### config.mk
export PLATFORM = sky130hd
export DESIGN_NAME = pipe_hazard_unit
export DESIGN_NICKNAME = d
export VERILOG_FILES = /design/src/rtl/hazard_pkg.sv /design/src/rtl/pipe_hazard_unit_fwd_select.sv /design/src/rtl/pipe_hazard_unit.sv
export SDC_FILE = /design/constraint.sdc
export NUM_CORES = 1
export LEC_CHECK = 0
export CELL_PAD_IN_SITES_DETAIL_PLACEMENT = 1
export CELL_PAD_IN_SITES_GLOBAL_PLACEMENT = 1
export CORE_ASPECT_RATIO = 1.1
export CORE_MARGIN = 2
export CORE_UTILIZATION = 30
export CTS_BUF_LIST = sky130_fd_sc_hd__clkbuf_16
export DETAILED_ROUTE_END_ITERATION = 6
export MAX_ROUTING_LAYER = met4
export PLACE_DENSITY = 0.82
export SLEW_MARGIN = 10
export SYNTH_ARGS = -nofsm -noshare
export SYNTH_HDL_FRONTEND = slang
export SYNTH_HIERARCHICAL = 1
export SYNTH_SLANG_ARGS = --single-unit
### constraint.sdc
create_clock -name clock_in -period 2.05 [get_ports clock_in]
set_input_delay 0.3075 -clock clock_in [delete_from_list [all_inputs] [get_ports clock_in]]
set_output_delay 0.3075 -clock clock_in [all_outputs]
set_load 0.005 [all_outputs]
### src/rtl/hazard_pkg.sv
// Shared definitions for the pipeline hazard controller: FSM state encoding
// and ALU operand forwarding select values (also consumed by forwardMux).
package hazard_pkg;

    typedef enum logic [1:0] {
        RUN      = 2'd0,
        LU_STALL = 2'd1,
        MEM_WAIT = 2'd2
    } hz_state_t;

    localparam logic [1:0] FWD_REG   = 2'b00;
    localparam logic [1:0] FWD_EXMEM = 2'b01;
    localparam logic [1:0] FWD_MEMWB = 2'b10;

endpackage

### src/rtl/pipe_hazard_unit_fwd_select.sv
// Per-operand forwarding priority: the younger EX/MEM result beats MEM/WB,
// and register $0 is never forwarded.
import hazard_pkg::*;

module fwd_select #(
    parameter int REG_ADDR_W = 5
) (
    input  logic [REG_ADDR_W-1:0] src,
    input  logic                  mem_reg_write,
    input  logic [REG_ADDR_W-1:0] mem_rd,
    input  logic                  wb_reg_write,
    input  logic [REG_ADDR_W-1:0] wb_rd,
    output logic [1:0]            sel
);

    always_comb begin
        sel = FWD_REG;
        if (mem_reg_write && (mem_rd != '0) && (mem_rd == src)) begin
            sel = FWD_EXMEM;
        end else if (wb_reg_write && (wb_rd != '0) && (wb_rd == src)) begin
            sel = FWD_MEMWB;
        end
    end

endmodule

### src/rtl/pipe_hazard_unit.sv
// Central hazard controller for the 5-stage pipeline: load-use interlock,
// data-memory freeze with watchdog, redirect flushes, forwarding and counters.
import hazard_pkg::*;

module pipe_hazard_unit #(
    parameter int REG_ADDR_W   = 5,
    parameter int FLUSH_STAGES = 3,
    parameter int MEM_TIMEOUT  = 15,
    parameter int CNT_W        = 16
) (
    input  logic                  clock_in,
    input  logic                  reset,
    input  logic [REG_ADDR_W-1:0] id_rs,
    input  logic [REG_ADDR_W-1:0] id_rt,
    input  logic                  id_uses_rt,
    input  logic [REG_ADDR_W-1:0] ex_rs,
    input  logic [REG_ADDR_W-1:0] ex_rt,
    input  logic                  ex_mem_read,
    input  logic [REG_ADDR_W-1:0] ex_rd,
    input  logic                  mem_reg_write,
    input  logic [REG_ADDR_W-1:0] mem_rd,
    input  logic                  wb_reg_write,
    input  logic [REG_ADDR_W-1:0] wb_rd,
    input  logic                  redirect,
    input  logic                  mem_busy,
    output logic                  pc_write,
    output logic                  if_id_write,
    output logic                  id_ex_write,
    output logic                  ex_mem_write,
    output logic                  mem_wb_write,
    output logic                  if_id_flush,
    output logic                  id_ex_flush,
    output logic                  ex_mem_flush,
    output logic [1:0]            forward_a,
    output logic [1:0]            forward_b,
    output logic                  mem_err,
    output logic [CNT_W-1:0]      stall_cnt,
    output logic [CNT_W-1:0]      flush_cnt
);

    localparam int              WAIT_W   = $clog2(MEM_TIMEOUT + 2);
    localparam logic [WAIT_W-1:0] WAIT_MAX = WAIT_W'(MEM_TIMEOUT + 1);

    hz_state_t         state, state_next;
    logic [WAIT_W-1:0] wait_cnt, wait_next;
    logic              lu, stall_evt, flush_evt;
    logic [1:0]        sel_a, sel_b;

    function automatic logic [CNT_W-1:0] sat_inc(input logic [CNT_W-1:0] v);
        return (&v) ? v : v + 1'b1;
    endfunction

    fwd_select #(.REG_ADDR_W(REG_ADDR_W)) u_fwd_a (
        .src(ex_rs), .mem_reg_write(mem_reg_write), .mem_rd(mem_rd),
        .wb_reg_write(wb_reg_write), .wb_rd(wb_rd), .sel(sel_a)
    );

    fwd_select #(.REG_ADDR_W(REG_ADDR_W)) u_fwd_b (
        .src(ex_rt), .mem_reg_write(mem_reg_write), .mem_rd(mem_rd),
        .wb_reg_write(wb_reg_write), .wb_rd(wb_rd), .sel(sel_b)
    );

    assign forward_a = reset ? FWD_REG : sel_a;
    assign forward_b = reset ? FWD_REG : sel_b;

    assign lu = ex_mem_read && (ex_rd != '0) &&
                ((ex_rd == id_rs) || (id_uses_rt && (ex_rd == id_rt)));

    always_ff @(posedge clock_in) begin
        if (reset) begin
            state     <= RUN;
            wait_cnt  <= '0;
            mem_err   <= 1'b0;
            stall_cnt <= '0;
            flush_cnt <= '0;
        end else begin
            state    <= state_next;
            wait_cnt <= wait_next;
            if (wait_next == WAIT_MAX) mem_err <= 1'b1;
            if (stall_evt) stall_cnt <= sat_inc(stall_cnt);
            if (flush_evt) flush_cnt <= sat_inc(flush_cnt);
        end
    end

    always_comb begin
        state_next = state;
        wait_next  = wait_cnt;
        case (state)
            RUN, LU_STALL: begin
                if (mem_busy) begin
                    state_next = MEM_WAIT;
                    wait_next  = WAIT_W'(1);
                end else if (!redirect && lu && (state == RUN)) begin
                    state_next = LU_STALL;
                end else begin
                    state_next = RUN;
                end
            end
            MEM_WAIT: begin
                if (mem_busy) begin
                    wait_next = (wait_cnt == WAIT_MAX) ? WAIT_MAX : wait_cnt + 1'b1;
                end else begin
                    state_next = RUN;
                    wait_next  = '0;
                end
            end
            default: begin
                state_next = RUN;
                wait_next  = '0;
            end
        endcase
    end

    // A redirect during a freeze is ignored: the resolving stage re-presents it.
    always_comb begin
        pc_write     = 1'b1;
        if_id_write  = 1'b1;
        id_ex_write  = 1'b1;
        ex_mem_write = 1'b1;
        mem_wb_write = 1'b1;
        if_id_flush  = 1'b0;
        id_ex_flush  = 1'b0;
        ex_mem_flush = 1'b0;
        stall_evt    = 1'b0;
        flush_evt    = 1'b0;
        if (reset) begin
            if_id_flush  = 1'b1;
            id_ex_flush  = 1'b1;
            ex_mem_flush = 1'b1;
        end else if (mem_busy) begin
            pc_write     = 1'b0;
            if_id_write  = 1'b0;
            id_ex_write  = 1'b0;
            ex_mem_write = 1'b0;
            mem_wb_write = 1'b0;
            stall_evt    = 1'b1;
        end else if (redirect) begin
            if_id_flush  = 1'b1;
            id_ex_flush  = 1'b1;
            ex_mem_flush = (FLUSH_STAGES == 3);
            flush_evt    = 1'b1;
        end else if (lu && (state != LU_STALL)) begin
            pc_write     = 1'b0;
            if_id_write  = 1'b0;
            id_ex_flush  = 1'b1;
            stall_evt    = 1'b1;
        end
    end

endmodule

### Yosys cells after proc, flatten, opt, wreduce, memory -nomap -nowiden

Index checks and enable logic that the tools add are counted.

| word-level totals | value |
|---|---|
| bits of input ports | 43 |
| bits in registers | 40 |
| output and inout port bits | 45 |
| logic and storage cells | 76 |

| cells by class | value |
|---|---|
| mux-type cells | 31 |
| eq/ne operators | 12 |
| $add $sub $neg | 3 |
| bitwise logic cells | 2 |
| reduce and logical (&&, ||, !) cells | 23 |

Operators with widths:

| kind | number |
|---|---|
| adder 16 x 1 -> 16 bit (second input constant) | 2 |
| AND reduction 16 bit | 2 |
| equality test 5 bit | 6 |
| two-way mux 1 bit | 18 |
| two-way mux 2 bit | 8 |
| two-way mux 5 bit | 3 |
| nonzero test 5 bit | 3 |
| logical AND 1 bit | 12 |
| equality test 5 bit (second input constant) | 2 |
| case mux 5 bit (2 select lines) | 1 |
| adder 5 x 1 -> 5 bit (second input constant) | 1 |
| case mux 2 bit (2 select lines) | 1 |
| AND reduction 2 bit | 2 |
| equality test 2 x 1 -> 1 bit (second input constant) | 1 |
| equality test 2 bit (second input constant) | 1 |
| zero test 2 bit | 1 |
| != test 2 x 1 -> 1 bit (second input constant) | 1 |
| != test 2 bit (second input constant) | 1 |
| NOT 1 bit | 2 |
| OR reduction 2 bit | 1 |
| zero test 1 bit | 1 |
| logical OR 1 bit | 1 |

### Depth between registers and ports, before layout

| depth | value |
|---|---|
| depth after elaboration | 10 |
| depth in mapped cells | 10 |
| depth with buffers taken out | 7 |

### Hierarchy

The synthesis kept the hierarchy.

Modules (own cells, without submodules):

| module | seq. area each (µm²) | instances | cells an instance | area an instance (µm²) |
|---|---|---|---|---|
| pipe_hazard_unit | 800.8 | 1 | 268 | 2,274.7 |
| fwd_select | 0.0 | 2 | 20 | 151.4 |

### Worst setup path before layout

No wires, ideal clock.

| timing | value |
|---|---|
| path kind | flip-flop to flip-flop |
| from | register stall_cnt[0] |
| to | register stall_cnt[5] |
| slack | 87 ps |
| cell stages (with the launch flop) | 9 |
| buffers on the path | 1 |
| arrival time | 1,828 ps |
| library setup time | 135 ps |
| clock period less this slack | 1,963 ps |
| data required time | 1,915 ps |
| cells stage by stage | dfxtp_1 ha_1 nand4_1 nor4_4 a2111oi_4 a21oi_4 buf_6 o311ai_0 o41ai_1 |

| between the ends | value |
|---|---|
| cells in the longest elaborated chain, start to end | 3 |
| elaborated cells between the ends (all ways) | 4 |
| classes of those cells | 1 x add/sub; 1 x bitwise; 2 x reduce/logical |

Ends and longest elaborated chain:

| element | line | RTL |
|---|---|---|
| from (decl) | pipe_hazard_unit.sv:37 | `output logic [CNT_W-1:0] stall_cnt,` |
| from (signal assigned) | pipe_hazard_unit.sv:80 | `if (stall_evt) stall_cnt <= sat_inc(stall_cnt);` |
| branches (longest 3 deep; another with adder 16 x 1 -> 16 bit) | -- |  |

Several ways; the timed one is not identified.
A chain may end at the register's enable or synchronous reset.

### Worst setup path after layout

| timing | value |
|---|---|
| from | register stall_cnt[12] |
| to | register stall_cnt[6] |

| between the ends | value |
|---|---|
| cells in the longest elaborated chain, start to end | 3 |

Ends and longest elaborated chain:

| element | line | RTL |
|---|---|---|
| AND reduction 16 bit | pipe_hazard_unit.sv:50 | `return (&v) ? v : v + 1'b1;` |
| NOT 1 bit (no line) | -- |  |
| AND reduction 2 bit (no line) | -- |  |

Every way passes these cells.

==> summary.md <==
| Metric | Value |
|---|---|
| Number of buffer and inverter instances along the worst setup path | `1` |
| Worst-case vdd ir drop | `0.266 mV` |
| Final number of max-transition violations | `0` |
| Clock period minus final worst setup slack | `2.04 ns` |
| Clock H-tree levels | `2` |
| Cell with the most instances after synthesis | `sky130_fd_sc_hd__dfxtp_1` |
| Mapped Avg Cell Area | `8.37 um^2` |
| Floorplan Core Area | `8360 um^2` |
| Synth-to-Final Area Change | `64.2%` |
| Placed cell count | `540` |
| Cell variety after synth | `55` |
| NumNets Final | `494` |
| Part of the power in registers | `39.0%` |
| Top cell family by delay on the critical path | `simple AND/OR/NAND/NOR gates` |
| Arrival time of the worst setup path | `2.27 ns` |
| Die extent in y | `101 um` |
| Max-cap violations | `0` |
| Run status | `complete, no violations` |
| Clock latency of the later-clocked register in the worst-skew pair | `0.29 ns` |
| Total number of vias | `2880` |
| Total chip power | `2.04 mW` |
| Die Outline Area | `9350 um^2` |
| Drt wl/cell | `16.8 um` |
| Number of vias per cell | `5.14` |
| Last weighted congestion value of the routability-driven placer | `0.801` |
| Violation count after the first detailed-routing iteration | `72` |
| Maximum fanout along the worst path | `5` |
| Worst path max stage delay | `0.46 ns` |
| Post-synthesis cell type with the largest combined area | `sky130_fd_sc_hd__dfxtp_1` |
| Post-synthesis net count | `355` |
| CP max stage cell | `sky130_fd_sc_hd__a2111oi_4` |
| Maximum clock frequency | `489 MHz` |
| Series of cell instances along the critical path | `and3_4 > and2_4 > a2111oi_4 > a21oi_4 > buf_6 > or4_4 > a21oi_2` |
| Fin worst setup slack | `0.00600 ns` |
| Nature of the critical path endpoint | `flip-flop` |
| Clock network power share | `43.3%` |
| Synth top area cells | `sky130_fd_sc_hd__dfxtp_1 31%, sky130_fd_sc_hd__xnor2_1 7.8%, sky130_fd_sc_hd__xor2_1 7.1%` |
| Antenna violations before repair | `1` |
| Root buffer cell | `sky130_fd_sc_hd__clkbuf_16` |
| Quantity of hold-fixing buffers added after cts | `0` |
| Max transition margin | `69.9%` |
| Utilization after layout | `50.6%` |
| Number of design rule violations left after detail routing | `0` |
| Transition time at the pin with the least slew margin | `0.447 ns` |
| Setup Total Neg Slack | `0 ns` |
| Internal power contribution | `1.54 mW` |
| Standard-cell row count | `35` |
| EDFF count, synth | `0` |
| Fill cell instance count of the final layout | `973` |
| Worst hold slack across all endpoints | `0.439 ns` |
| Input/output buffers | `87` |
| Clock tree from TritonCTS | `done` |
| Static power due to leakage | `1.62 nW` |
| Post-synthesis cell area | `2580 um^2` |
| Required @ worst endpoint | `2.27 ns` |
| Global route total overflow | `0` |
| Number of warnings issued by yosys | `6` |
| Async set-or-reset flop fraction in the synthesized netlist | `0%` |
| Clock transition at the registers of the reported paths | `0.06 ns` |
| Setup Slack @ Placement | `-0.592 ns` |
| Setup Viol. Count Final | `0` |
| Net load switching power | `499 uW` |
| Final cell count without fillers | `560` |
| Setup repair after global routing missed its margin | `yes` |
| Max Buffers Root-to-Sink | `2` |
| Global-route usage over all layers | `20.4%` |
| Total power density per cell area | `482 nW/um^2` |
| Placed standard-cell area | `3840 um^2` |
| Placed wire-length estimate after detailed placement | `6680 um` |
| Die extent in x | `92.4 um` |
| Pin count of the biggest net entering global routing | `36` |
| Proportion of power drawn by combinational gates | `17.8%` |
| Number of buffers added by the clock tree synthesis step | `5` |
| Syn Inst Count | `308` |
| Post-route cell area | `4230 um^2` |
| FF+latch count, synth | `40` |
| Final worst path period share | `99.7%` |
| Fraction of layout instances using a drive strength above 1 | `27.2%` |
| Switching power as a share of total power | `24.4%` |
| CP Launch Type | `flip-flop` |
| Setup Crit Path Kind | `flip-flop to flip-flop` |
| Router iterations before antenna repair | `4` |
| Worst Skew | `0.00577 ns` |
| Total wire length | `9410 um` |
| Predominant post-synthesis flop cell | `sky130_fd_sc_hd__dfxtp_1` |
| Final hold violation count | `0` |
| Sinks on the clock net | `40` |
| Number of global-route vias before repair | `3056` |
| Antenna Violating Nets Remaining | `0` |
| Portion of the post-synthesis area used by sequential elements | `31.1%` |
| Type of the most critical hold path | `primary input to flip-flop` |
| Area fraction of the dominant cell type after synthesis | `31.1%` |
| Commonest cells in the netlist | `40 x sky130_fd_sc_hd__dfxtp_1, 31 x sky130_fd_sc_hd__nand2_1, 31 x sky130_fd_sc_hd__nor2_1, 25 x sky130_fd_sc_hd__nand3_1, 23 x sky130_fd_sc_hd__xnor2_1` |
| Effective utilization at floorplan | `30.8%` |
| Wire length of the first global-routing pass | `14800 um` |
| I/O Pins | `88` |
==> cells by family after synthesis <==
logic type,Yosys count,share of synthesized area (%)
and+or+nand+nor,142,29.0
AOI/OAI and AO/OA,57,17.5
xor gates and xnor gates,44,15.0
DFF,40,31.1
buffers and inverters,18,4.32
adders and majority gates,4,1.94
muxes,3,1.17
==> layer usage <==
layer | track usage (%) | wire, um | vias to the layer above
met5 | - | 0 | -
li1 | - | - | 1382
met4 | 7.58 | 314 | 0
met3 | 2.90 | 321 | 21
met2 | 36.9 | 4970 | 75
met1 | 22.9 | 3800 | 1402
==> state kept, by name, indices dropped and copies added (netlist names) <==
register,cells
wait_cnt,5
flush_cnt,16
mem_err,1
state,2
stall_cnt,16
==> cell usage in the layout (no fill, tap or decap), types with 6 or more instances in the layout <==
| cell type | n |
|---|---|
| sky130_fd_sc_hd__buf_4 | 50 |
| sky130_fd_sc_hd__clkdlybuf4s50_1 | 47 |
| sky130_fd_sc_hd__dfxtp_1 | 37 |
| sky130_fd_sc_hd__nor2_1 | 31 |
| sky130_fd_sc_hd__nand2_1 | 30 |
| sky130_fd_sc_hd__nand3_1 | 25 |
| sky130_fd_sc_hd__dlygate4sd2_1 | 25 |
| sky130_fd_sc_hd__xor2_1 | 21 |
| sky130_fd_sc_hd__xnor2_1 | 20 |
| sky130_fd_sc_hd__a21oi_1 | 13 |
| sky130_fd_sc_hd__nand4_1 | 7 |
| sky130_fd_sc_hd__and3_1 | 7 |
| sky130_fd_sc_hd__a21oi_2 | 7 |
| sky130_fd_sc_hd__buf_2 | 7 |
| sky130_fd_sc_hd__inv_1 | 6 |
| sky130_fd_sc_hd__nor3_1 | 6 |
==> final timing paths <==
check | endpoint | startpoint | slack [ns] | cells after the start
min reg2reg | mem_err | mem_err | 0.46 | 2
max | stall_cnt[6] | stall_cnt[12] | 0.006 | 7
max reg2reg | stall_cnt[6] | stall_cnt[12] | 0.006 | 7
min | state[0] | redirect | 0.44 | 4
==> tightest hold or removal path, stage by stage <==
cell and delay (ns):
sky130_fd_sc_hd__dlygate4sd2_1 0.22, sky130_fd_sc_hd__nor3_1 0.06, sky130_fd_sc_hd__nand2_1 0.06, sky130_fd_sc_hd__nor2_1 0.04
==> power groups by stage <==
| stage | combinational [mW] | sequential, mW | clock (mW) |
|---|---|---|---|
| 6_report | 0.363 | 0.796 | 0.883 |
| 5_1_grt | 0.393 | 0.797 | 0.935 |
| 4_1_cts | 0.353 | 0.796 | 0.894 |
| 3_5_place_dp | 0.340 | 0.811 | 0 |
| 3_3_place_gp | 0.328 | 0.810 | 0 |
| 2_1_floorplan | 0.146 | 0.813 | 0 |
==> timing repair <==
| item | 4_1_cts | 5_1_grt |
|---|---|---|
| setup buffers | 5 | 4 |
| pin swaps | 27 | 20 |
| gates cloned | 2 | 0 |
| setup endpoints to repair | 27 | 29 |
| gates resized for setup | 90 | 24 |
==> area by class of cell <==
cell class | count | area, um^2 | area share (%)
Multi-Input combinational cell | 251 | 1840 | 43.6
Sequential cell | 40 | 805 | 19.0
Antenna cell | 1 | 2.50 | 0.0591
Tap cell | 111 | 139 | 3.28
Inverter | 7 | 26.3 | 0.621
Timing Repair Buffer | 142 | 1250 | 29.6
Clock buffer | 5 | 125 | 2.96
Clock inverter | 3 | 38.8 | 0.917
Note: power is estimated with default switching activity, not from simulation.
